### src/rtl/relay_transmit_if.sv
// Host-side word handshake for the relay transmitter.
// The host drives tx_data/tx_valid, and the transmitter answers with tx_ready.
interface relay_transmit_if #(
  parameter int unsigned DATA_WIDTH = 8
);
  logic [DATA_WIDTH-1:0] tx_data;
  logic                  tx_valid;
  logic                  tx_ready;

  modport master (output tx_data, output tx_valid, input tx_ready);
  modport slave  (input tx_data, input tx_valid, output tx_ready);
endinterface

### src/rtl/relay_transmit.sv
// Relay line transmitter: buffers host words in a small FIFO and sends each one
// as START, MSB-first data and GUARD symbols, each SYMBOL_LEN clocks long, on a fixed symbol grid.
module relay_transmit #(
  parameter int unsigned SYMBOL_LEN = 32,
  parameter int unsigned DATA_WIDTH = 8,
  parameter int unsigned FIFO_DEPTH = 4
) (
  input  logic                          clk,
  input  logic                          reset,
  relay_transmit_if.slave               tx,
  input  logic                          resync,
  output logic                          data_out,
  output logic                          busy,
  output logic [$clog2(FIFO_DEPTH):0]   fifo_count
);

  localparam int unsigned CW = $clog2(SYMBOL_LEN);
  localparam int unsigned AW = $clog2(FIFO_DEPTH);
  localparam int unsigned BW = (DATA_WIDTH > 1) ? $clog2(DATA_WIDTH) : 1;
  localparam logic [CW-1:0] SYM_LAST = CW'(SYMBOL_LEN - 1);
  localparam logic [BW-1:0] BIT_MSB  = BW'(DATA_WIDTH - 1);
  localparam logic [AW:0]   FULL_CNT = (AW + 1)'(FIFO_DEPTH);

  typedef enum logic [2:0] {
    IDLE_UNSYNC,
    IDLE_SYNC,
    START,
    DATA,
    GUARD
  } state_t;

  state_t                state, state_next;
  logic [CW-1:0]         sym_cnt;
  logic [BW-1:0]         bit_idx, bit_idx_next;
  logic [DATA_WIDTH-1:0] shreg;
  logic [DATA_WIDTH-1:0] mem [FIFO_DEPTH];
  logic [AW-1:0]         rd_ptr, wr_ptr;
  logic                  boundary, fifo_nonempty, push, pop, resync_pend, line_next;

  assign boundary      = (sym_cnt == SYM_LAST);
  assign fifo_nonempty = (fifo_count != '0);
  assign tx.tx_ready   = (fifo_count != FULL_CNT);
  assign push          = tx.tx_valid & tx.tx_ready;
  assign busy          = ((state != IDLE_UNSYNC) && (state != IDLE_SYNC)) || fifo_nonempty;

  always_ff @(posedge clk or negedge reset) begin
    if (!reset) state <= IDLE_UNSYNC;
    else        state <= state_next;
  end

  always_comb begin
    state_next = state;
    case (state)
      IDLE_UNSYNC: if (fifo_nonempty) state_next = START;
      IDLE_SYNC: begin
        if (resync_pend)                     state_next = IDLE_UNSYNC;
        else if (boundary && fifo_nonempty)  state_next = START;
      end
      START: if (boundary) state_next = DATA;
      DATA:  if (boundary && (bit_idx == '0)) state_next = GUARD;
      GUARD: begin
        if (boundary) begin
          if (resync_pend)        state_next = IDLE_UNSYNC;
          else if (fifo_nonempty) state_next = START;
          else                    state_next = IDLE_SYNC;
        end
      end
      default: state_next = IDLE_UNSYNC;
    endcase
  end

  // The line is registered, so it is computed from the state being entered.
  always_comb begin
    pop          = (state_next == START) && (state != START);
    bit_idx_next = bit_idx;
    line_next    = 1'b0;
    if (state != DATA)  bit_idx_next = BIT_MSB;
    else if (boundary)  bit_idx_next = bit_idx - 1'b1;
    case (state_next)
      START:   line_next = 1'b1;
      DATA:    line_next = shreg[bit_idx_next];
      default: line_next = 1'b0;
    endcase
  end

  always_ff @(posedge clk or negedge reset) begin
    if (!reset) begin
      sym_cnt     <= '0;
      bit_idx     <= BIT_MSB;
      shreg       <= '0;
      data_out    <= 1'b0;
      resync_pend <= 1'b0;
    end else begin
      if ((state == IDLE_UNSYNC) || (state_next == IDLE_UNSYNC) || boundary) sym_cnt <= '0;
      else                                                                sym_cnt <= sym_cnt + 1'b1;
      bit_idx  <= bit_idx_next;
      data_out <= line_next;
      if (pop) shreg <= mem[rd_ptr];
      // Entering IDLE_UNSYNC consumes the request even if resync is high on that same edge.
      if ((state_next == IDLE_UNSYNC) && (state != IDLE_UNSYNC)) resync_pend <= 1'b0;
      else if (resync && (state != IDLE_UNSYNC))                 resync_pend <= 1'b1;
    end
  end

  always_ff @(posedge clk or negedge reset) begin
    if (!reset) begin
      rd_ptr     <= '0;
      wr_ptr     <= '0;
      fifo_count <= '0;
    end else begin
      if (push) wr_ptr <= wr_ptr + 1'b1;
      if (pop)  rd_ptr <= rd_ptr + 1'b1;
      case ({push, pop})
        2'b10:   fifo_count <= fifo_count + 1'b1;
        2'b01:   fifo_count <= fifo_count - 1'b1;
        default: fifo_count <= fifo_count;
      endcase
    end
  end

  always_ff @(posedge clk) begin
    if (push) mem[wr_ptr] <= tx.tx_data;
  end

endmodule

### src/flat_wrapper.sv
// flat-port wrapper written by rule: the top's interface ports become plain ports
module relay_transmit_flat 
#(
  parameter int unsigned SYMBOL_LEN = 32,
  parameter int unsigned DATA_WIDTH = 8,
  parameter int unsigned FIFO_DEPTH = 4
)
  (clk, reset, resync, data_out, busy, fifo_count, tx_tx_data, tx_tx_valid, tx_tx_ready);
  relay_transmit_if #(.DATA_WIDTH(DATA_WIDTH)) tx_i ();
  input  logic clk;
  input  logic reset;
  input  logic resync;
  output logic data_out;
  output logic busy;
  output logic [$clog2(FIFO_DEPTH):0] fifo_count;
  input wire logic [$bits(tx_i.tx_data)-1:0] tx_tx_data;
  input wire logic [$bits(tx_i.tx_valid)-1:0] tx_tx_valid;
  output wire logic [$bits(tx_i.tx_ready)-1:0] tx_tx_ready;
  assign tx_i.tx_data = tx_tx_data;
  assign tx_i.tx_valid = tx_tx_valid;
  assign tx_tx_ready = tx_i.tx_ready;
  relay_transmit #(.SYMBOL_LEN(SYMBOL_LEN), .DATA_WIDTH(DATA_WIDTH), .FIFO_DEPTH(FIFO_DEPTH)) u_core (.clk(clk), .reset(reset), .tx(tx_i), .resync(resync), .data_out(data_out), .busy(busy), .fifo_count(fifo_count));
endmodule
### config.mk
export PLATFORM = sky130hd
export DESIGN_NAME = relay_transmit_flat
export DESIGN_NICKNAME = d
export VERILOG_FILES = /design/src/rtl/relay_transmit_if.sv /design/src/rtl/relay_transmit.sv /design/src/flat_wrapper.sv
export SDC_FILE = /design/constraint.sdc
export NUM_CORES = 1
export LEC_CHECK = 0
export BUFFER_PORTS_ARGS = -buffer_cell sky130_fd_sc_hd__buf_2
export CAP_MARGIN = 20
export CORE_ASPECT_RATIO = 1.2
export CORE_MARGIN = 4
export CORE_UTILIZATION = 50
export CTS_CLUSTER_SIZE = 40
export DETAILED_ROUTE_END_ITERATION = 10
export PLACE_DENSITY_LB_ADDON = 0.15
export SYNTH_ARGS = -nofsm -noshare
export SYNTH_HDL_FRONTEND = slang
export SYNTH_SLANG_ARGS = --single-unit
export TNS_END_PERCENT = 1
### constraint.sdc
create_clock -name clk -period 4.1 [get_ports clk]
set_input_delay 0.205 -clock clk [delete_from_list [all_inputs] [get_ports clk]]
set_output_delay 0.205 -clock clk [all_outputs]
set_load 0.005 [all_outputs]
==> run metrics, run 1 <==
initial antenna violation count=0; crit path time final=3.47 ns; Cell Area, Synth=~0.0027 mm^2; register area share after synthesis=~61%; Leakage=about 1.2 nW; CP cell instances=ha_1, and3_1, ha_1, or2b_1, o22ai_1, a221oi_2, nor3_4, ha_1, inv_1, fa_1, xor2_1, nor2_1, xor2_1; Syn. warnings=0; Seq cells post-synth=60; Critical Path End Type=flip-flop; Cells after Synth=around 190; Initial Utilization=51.8%; highest-delay cell along the critical path=nor3_4; total power=2.00 mW; # fillers=428; Pwr Density=657 mW/mm^2; Initial DRC Count=71; number of global-route vias before repair=~1,700; area leader, netlist=edfxtp_1; Site Rows=29; DRC=0; setup slack at placement=0.623 ns; maxcap violations=0; layout cells sized above 1=27.0%; Synth area leaders=edfxtp_1, dfrtp_1, mux4_2; Post-synth EDFFs=32; utilization after layout=57.6%; outcome=finished clean; Die Height=approximately 90 um; Clock Tree Root=clkbuf_8; die area=0.00674 mm^2; max-slew violation count=0; period utilisation layout=about 85%; core area=0.00530 mm^2; critical setup path kind=reg -> reg; First-pass DRT Iterations=4; Syn-to-layout area delta=11.2%; RSZ-0062 raised after global routing=false; Avg Vias per Cell=between 5 and 6; final WL=4690 um; Avg Inst Size Synth=around 15 um^2; worst slew pin tran=0.612 ns; Placer Congestion=0.876; Worst-Skew Late Latency=0.34 ns; n_diodes=0; Post-synth top flop=edfxtp_1; Crit path top cell by count=ha_1; Post-synth ARST share=a little under half; Slew HR=59.2%; min-delay worst type=in -> reg; I/O pins=18; Vias=1,567; Yosys top cell area share=35.0%; Critical Path Source Type=flip-flop; Max stage delay on crit path=approximately 0.47 ns; CTS tree=yes; Die X=75.6 um; Worst Skew=0.0104 ns; final net count=233; routed length per placed instance=16.9 um; post-synthesis net count=210; Arr. time, crit path=about 3.7 ns; # setup viols final=0; CTS Buf Count=9; largest net degree at the start of global routing=29; Max IR drop VDD=0.313 mV; Num Clock Sinks=60; Tot GR Track Use=roughly 17%; most numerous cell in the Yosys netlist=edfxtp_1; final worst setup slack=0.630 ns; total negative slack=0 ns; gr ovfl total=0; global-route wire length before repair=8090 um; port bufs=17; Fmax achieved=between 200 and 300 MHz; count of final hold-check violations=0; synth cell count leaders=edfxtp_1, dfrtp_1, inv_1; Clock Tree Buf Depth=2; DPL Wire Length=3430 um; crit path max fanout=12; Final ANT Viol Nets=0; Unique masters post-synth=44; H-tree levels=3; required time of the critical path=4.36 ns; clk slew on worst S/H paths=approximately 0.070 ns
-- stage by stage --
stage,area (um^2),hold slack (ns),cells
final,3050,0.0795,277
after detailed placement,2850,0.256,260
after global placement,2850,0.243,260
after floorplan,2750,-0.0906,187
after CTS,3050,0.0640,277
after global routing,3050,0.0663,277
-- worst max-delay path, delay by kind of cell (launching register included) --
kind,cells,cell delay (ns)
adders and majority gates,4,1.24
buffers and inverters,1,0.06
and+or+nand+nor,4,1.08
xor gates and xnor gates,2,0.30
DFF,1,0.38
AOI/OAI and AO/OA,2,0.32
-- cells in the final DEF, fill, tap and decap left out, types with 2 or more instances in the layout --
| cell | Yosys | final |
|---|---|---|
| edfxtp_1 | 32 | 32 |
| dfrtp_1 | 25 | 25 |
| buf_2 | 0 | 17 |
| inv_1 | 11 | 11 |
| nand2_1 | 10 | 10 |
| ha_1 | 10 | 10 |
| clkbuf_8 | 0 | 10 |
| nor2_1 | 9 | 9 |
| mux4_2 | 8 | 8 |
| mux2_2 | 8 | 8 |
| and3_1 | 6 | 6 |
| nand3_1 | 6 | 6 |
| xor2_1 | 6 | 6 |
| a21oi_1 | 5 | 5 |
| o21ai_0 | 5 | 5 |
| xnor2_1 | 4 | 4 |
| o211ai_1 | 3 | 3 |
| nand3b_1 | 3 | 3 |
| nor4_1 | 3 | 3 |
| clkbuf_1 | 0 | 3 |
| dfstp_2 | 3 | 3 |
| and2_1 | 2 | 2 |
-- cell families (layout without fill, tap and decap cells) --
logic type	Yosys count	in the layout	share of synthesized area (%)
AOI/OAI and AO/OA	22	22	6.43
xor gates and xnor gates	10	10	3.19
adders and majority gates	11	11	5.29
buffers and inverters	17	45	3.46
DFF	60	60	60.7
muxes	16	16	9.85
and+or+nand+nor	51	51	11.1
-- cell type report --
| class | instances | area, um^2 | share of cell area [%] |
|---|---|---|---|
| flip-flops and latches | 60 | 1670 | 54.6 |
| inverters | 11 | 41.3 | 1.35 |
| multi-input cells | 110 | 985 | 32.3 |
| well taps | 62 | 77.6 | 2.54 |
| clock inverters | 3 | 38.8 | 1.27 |
| clock buffers | 13 | 149 | 4.88 |
| repair buffers | 18 | 95.1 | 3.12 |
-- flip-flops by register name, summed over array words and instances (netlist names) --
| name | flops |
|---|---|
| u_core.mem | 32 |
| u_core.shreg | 8 |
| u_core.sym_cnt | 5 |
| u_core.resync_pend | 1 |
| u_core.fifo_count | 3 |
| u_core.state | 3 |
| u_core.wr_ptr | 2 |
| u_core.data_out | 1 |
| u_core.rd_ptr | 2 |
| u_core.bit_idx | 3 |
-- path summary, 6_finish.rpt --
path	startpoint	endpoint	slack [ns]	cells after the start
setup reg to reg	u_core.sym_cnt[0]$_DFF_PN0_	u_core.fifo_count[2]$_DFFE_PN0P_	0.63	13
setup / recovery	u_core.sym_cnt[0]$_DFF_PN0_	u_core.fifo_count[2]$_DFFE_PN0P_	0.63	13
min in group asynchronous	reset	u_core.fifo_count[0]$_DFFE_PN0P_	0.41	2
hold / removal	tx_tx_data[3]	u_core.mem[0][3]$_DFFE_PP_	0.08	1
hold reg to reg	u_core.sym_cnt[0]$_DFF_PN0_	u_core.sym_cnt[0]$_DFF_PN0_	0.50	1
max in group asynchronous	reset	u_core.data_out$_DFF_PN0_	3.28	2
-- per-layer routing --
metal	vias to the layer above	part of all wire, %	wire length [um]	track usage [%]
li1	747	-	-	-
met1	766	41	1920	20.1
met2	44	51	2400	26.9
met3	10	5.5	258	6.07
met4	0	2.3	109	7.31
met5	-	0	0	0
-- report_power, final --
part           switching, mW  internal (mW)
Combinational          0.258          0.279
Clock                  0.213          0.295
Sequential             0.142          0.818
-- repair_timing --
action,4_1_cts,5_1_grt
gates resized for setup,0,0
buffers inserted,0,0
endpoints found under the hold margin,25,0
hold buffers,1,0
No activity file was read; power rests on OpenSTA's default activity.
==> run 2: changes to the inputs <==
Settings changed: ABC_AREA from default to 1.
Clock period 4.1 ns to 3.08 ns, I/O delays scaled along.
==> run 2 against run 1 <==
Net effect:
- critical path depth grew 3
- power increased by 4.1%
- register-to-register slack worse by 0.36 ns
- sequential power rose by 6%
- maximum frequency rose by 23%
- utilization rose by 2.5 points
- clock power up 55%
- non-clock buffer count up 2
- setup slack worse by 0.36 ns
- die area rose by 3.9%
- combinational power decreased by 49%
- critical path type unchanged
==> run metrics, run 2 <==
post-route insts no fill=375 (+35%); crit path max fanout=7 (-5); synth cell count leaders=nand2_1, inv_1, edfxtp_1; worst slew pin tran=0.798 ns (+0.186 ns); area leader, netlist=edfxtp_1; final net count=331 (+42%); register area share after synthesis=58.1% (-2.5 points); min-delay worst type=in -> reg; Post-synth top flop=edfxtp_1; max-slew violation count=0 (unchanged); period utilisation layout=91.3% (+6.7 points); total negative slack=0 ns (unchanged); n_diodes=0 (unchanged); most numerous cell in the Yosys netlist=nand2_1; critical setup path kind=reg -> reg; routed length per placed instance=13.1 um (-23%); initial antenna violation count=0 (unchanged); Max IR drop VDD=0.459 mV (+46%); Unique masters post-synth=30 (-32%); Post-synth ARST share=46.7% (unchanged); top flop regs=u_core.mem x32, u_core.shreg x8, u_core.sym_cnt x5; Seq cells post-synth=60 (unchanged); Avg Vias per Cell=5.10 (-9.8%); required time of the critical path=3.30 ns (-1.06 ns); port bufs=17 (unchanged); DRC=0 (unchanged); DPL Wire Length=3360 um (-2.0%); Post-synth EDFFs=32 (unchanged); gr ovfl total=0 (unchanged); Initial DRC Count=105 (+48%); CTS Buf Count=9 (unchanged); clk slew on worst S/H paths=0.07 ns (about the same); Cell Area, Synth=0.00286 mm^2 (+4.3%); First-pass DRT Iterations=4 (unchanged); layout cells sized above 1=25.9% (-1.1 points); outcome=finished clean; Vias=1,914 (+22%); RSZ-0062 raised after global routing=false; Placer Congestion=0.848 (-3.2%); final WL=4900 um (+4.5%); Avg Inst Size Synth=10.2 um^2 (-31%); Tot GR Track Use=16.0% (-0.75 points); Clock Tree Buf Depth=2 (unchanged); maxcap violations=0 (unchanged); crit path time final=2.81 ns (-0.657 ns); Pwr Density=642 mW/mm^2 (-2.3%); commonest cells after routing, fill and taps aside=nand2_1, inv_1, edfxtp_1, nor2_1, dfrtp_1; number of global-route vias before repair=1,953 (+17%); die area=0.00701 mm^2 (+3.9%); Critical Path End Type=flip-flop; count of final hold-check violations=0 (unchanged); Reg with most FFs=u_core.mem; Leakage=1.47 nW (+19%); I/O pins=18 (unchanged); H-tree levels=3 (unchanged); post-synthesis net count=305 (+45%); # setup viols final=0 (unchanged); Yosys top cell area share=33.6% (-1.5 points); Die X=77.1 um (+1.9%); Final ANT Viol Nets=0 (unchanged); Num Clock Sinks=60 (unchanged); flip-flop count of the largest register after layout=32 (unchanged); Syn. warnings=0 (unchanged); Clock Tree Root=clkbuf_8; Cells after Synth=282 (+51%); Arr. time, crit path=3.03 ns (-0.70 ns); post-route cell area=0.00325 mm^2 (+6.5%); largest net degree at the start of global routing=29 (unchanged); Placed Instance Area=0.00301 mm^2 (+5.6%); Die Height=90.9 um (+1.9%); core area=0.00541 mm^2 (+2.1%); Fmax achieved=355 MHz (+23%); Initial Utilization=53.0% (+1.2 points); Slew HR=46.6% (-13 points); Syn-to-layout area delta=13.5%; dpl cells=358 (+38%); CTS tree=yes; Critical Path Source Type=flip-flop; global-route wire length before repair=8740 um (+8.0%); Site Rows=29 (unchanged); Synth area leaders=edfxtp_1, dfrtp_1, nand2_1; Worst Skew=0.00804 ns (-0.00237 ns); Worst-Skew Late Latency=0.34 ns (about the same); most common cell after layout, fill and taps aside=nand2_1
[run 2: area by class of cell]
class                           count  area, um^2
Clock buffer                        9         124
Sequential cell                    60        1670
Inverter                           40         150
Clock inverter                      7         101
Timing Repair Buffer               20         110
Multi-Input combinational cell    177        1020
Fill cell                         444        2160
Tap cell                           62        77.6
[run 2: routing by layer]
| metal | vias to the layer above | GRT usage [%] | share of wire, % |
|---|---|---|---|
| li1 | 964 | - | - |
| met1 | 920 | 18.6 | 45 |
| met2 | 23 | 27.2 | 50 |
| met3 | 7 | 3.69 | 3.1 |
| met4 | 0 | 8.61 | 1.5 |
| met5 | - | 0 | 0 |
[run 2: stage by stage]
stage                     hold slack, ns  worst slack [ns]  util [%]  power, mW
final                             0.0320             0.267      60.1       2.09
after detailed placement           0.218             0.219      55.7       1.32
after floorplan                   -0.142             0.249         -       1.21
after CTS                         0.0177             0.217      60.1       2.11
after global routing              0.0156            0.0125      60.1       2.21
after global placement             0.214             0.299      55.7       1.31
[run 2: repair_timing]
item	4_1_cts	5_1_grt
hold buffers	1	0
setup endpoints to repair	0	1
hold endpoints to repair	25	0
setup buffers	0	0
gates resized for setup	0	1
[run 2: cells by family (layout without fill, tap and decap cells)]
logic type	Yosys count	in the layout	synth area share, %
xor+xnor	7	7	2.14
compound gates	32	32	6.33
buf+inv	45	76	6.25
fa+ha+maj	11	11	5.07
flops	60	60	58.1
simple gates	127	127	22.1
[run 2: path summary, 6_finish.rpt]
check                                             from                               end  slack (ns)  depth (start not counted)
setup / recovery           u_core.sym_cnt[0]$_DFF_PN0_  u_core.fifo_count[2]$_DFFE_PN0P_        0.27                         16
hold / removal                           tx_tx_data[0]        u_core.mem[0][0]$_DFFE_PP_        0.03                          1
setup reg to reg           u_core.sym_cnt[0]$_DFF_PN0_  u_core.fifo_count[2]$_DFFE_PN0P_        0.27                         16
hold reg to reg            u_core.sym_cnt[0]$_DFF_PN0_       u_core.sym_cnt[0]$_DFF_PN0_        0.46                          1
max in group asynchronous                        reset      u_core.wr_ptr[1]$_DFFE_PN0P_        2.29                          2
min in group asynchronous                        reset    u_core.resync_pend$_DFFE_PN0P_        0.37                          2
[run 2: power breakdown]
group	internal [mW]	switching, mW
clock network	0.459	0.329
logic	0.0951	0.180
registers	0.974	0.0474
total	1.53	0.557
[run 2: critical path, stage by stage, from the launching register on]
cell and delay, ns:
dfrtp_1 0.39, ha_1 0.23, and3_1 0.20, ha_2 0.22, inv_1 0.11, nor2_1 0.06, nand3_2 0.07, nand2_2 0.06
nor2_4 0.12, nand3_2 0.11, nor2_2 0.12, ha_1 0.15, inv_1 0.06, fa_1 0.37, a21oi_1 0.15, o21ai_0 0.11
xor2_1 0.15
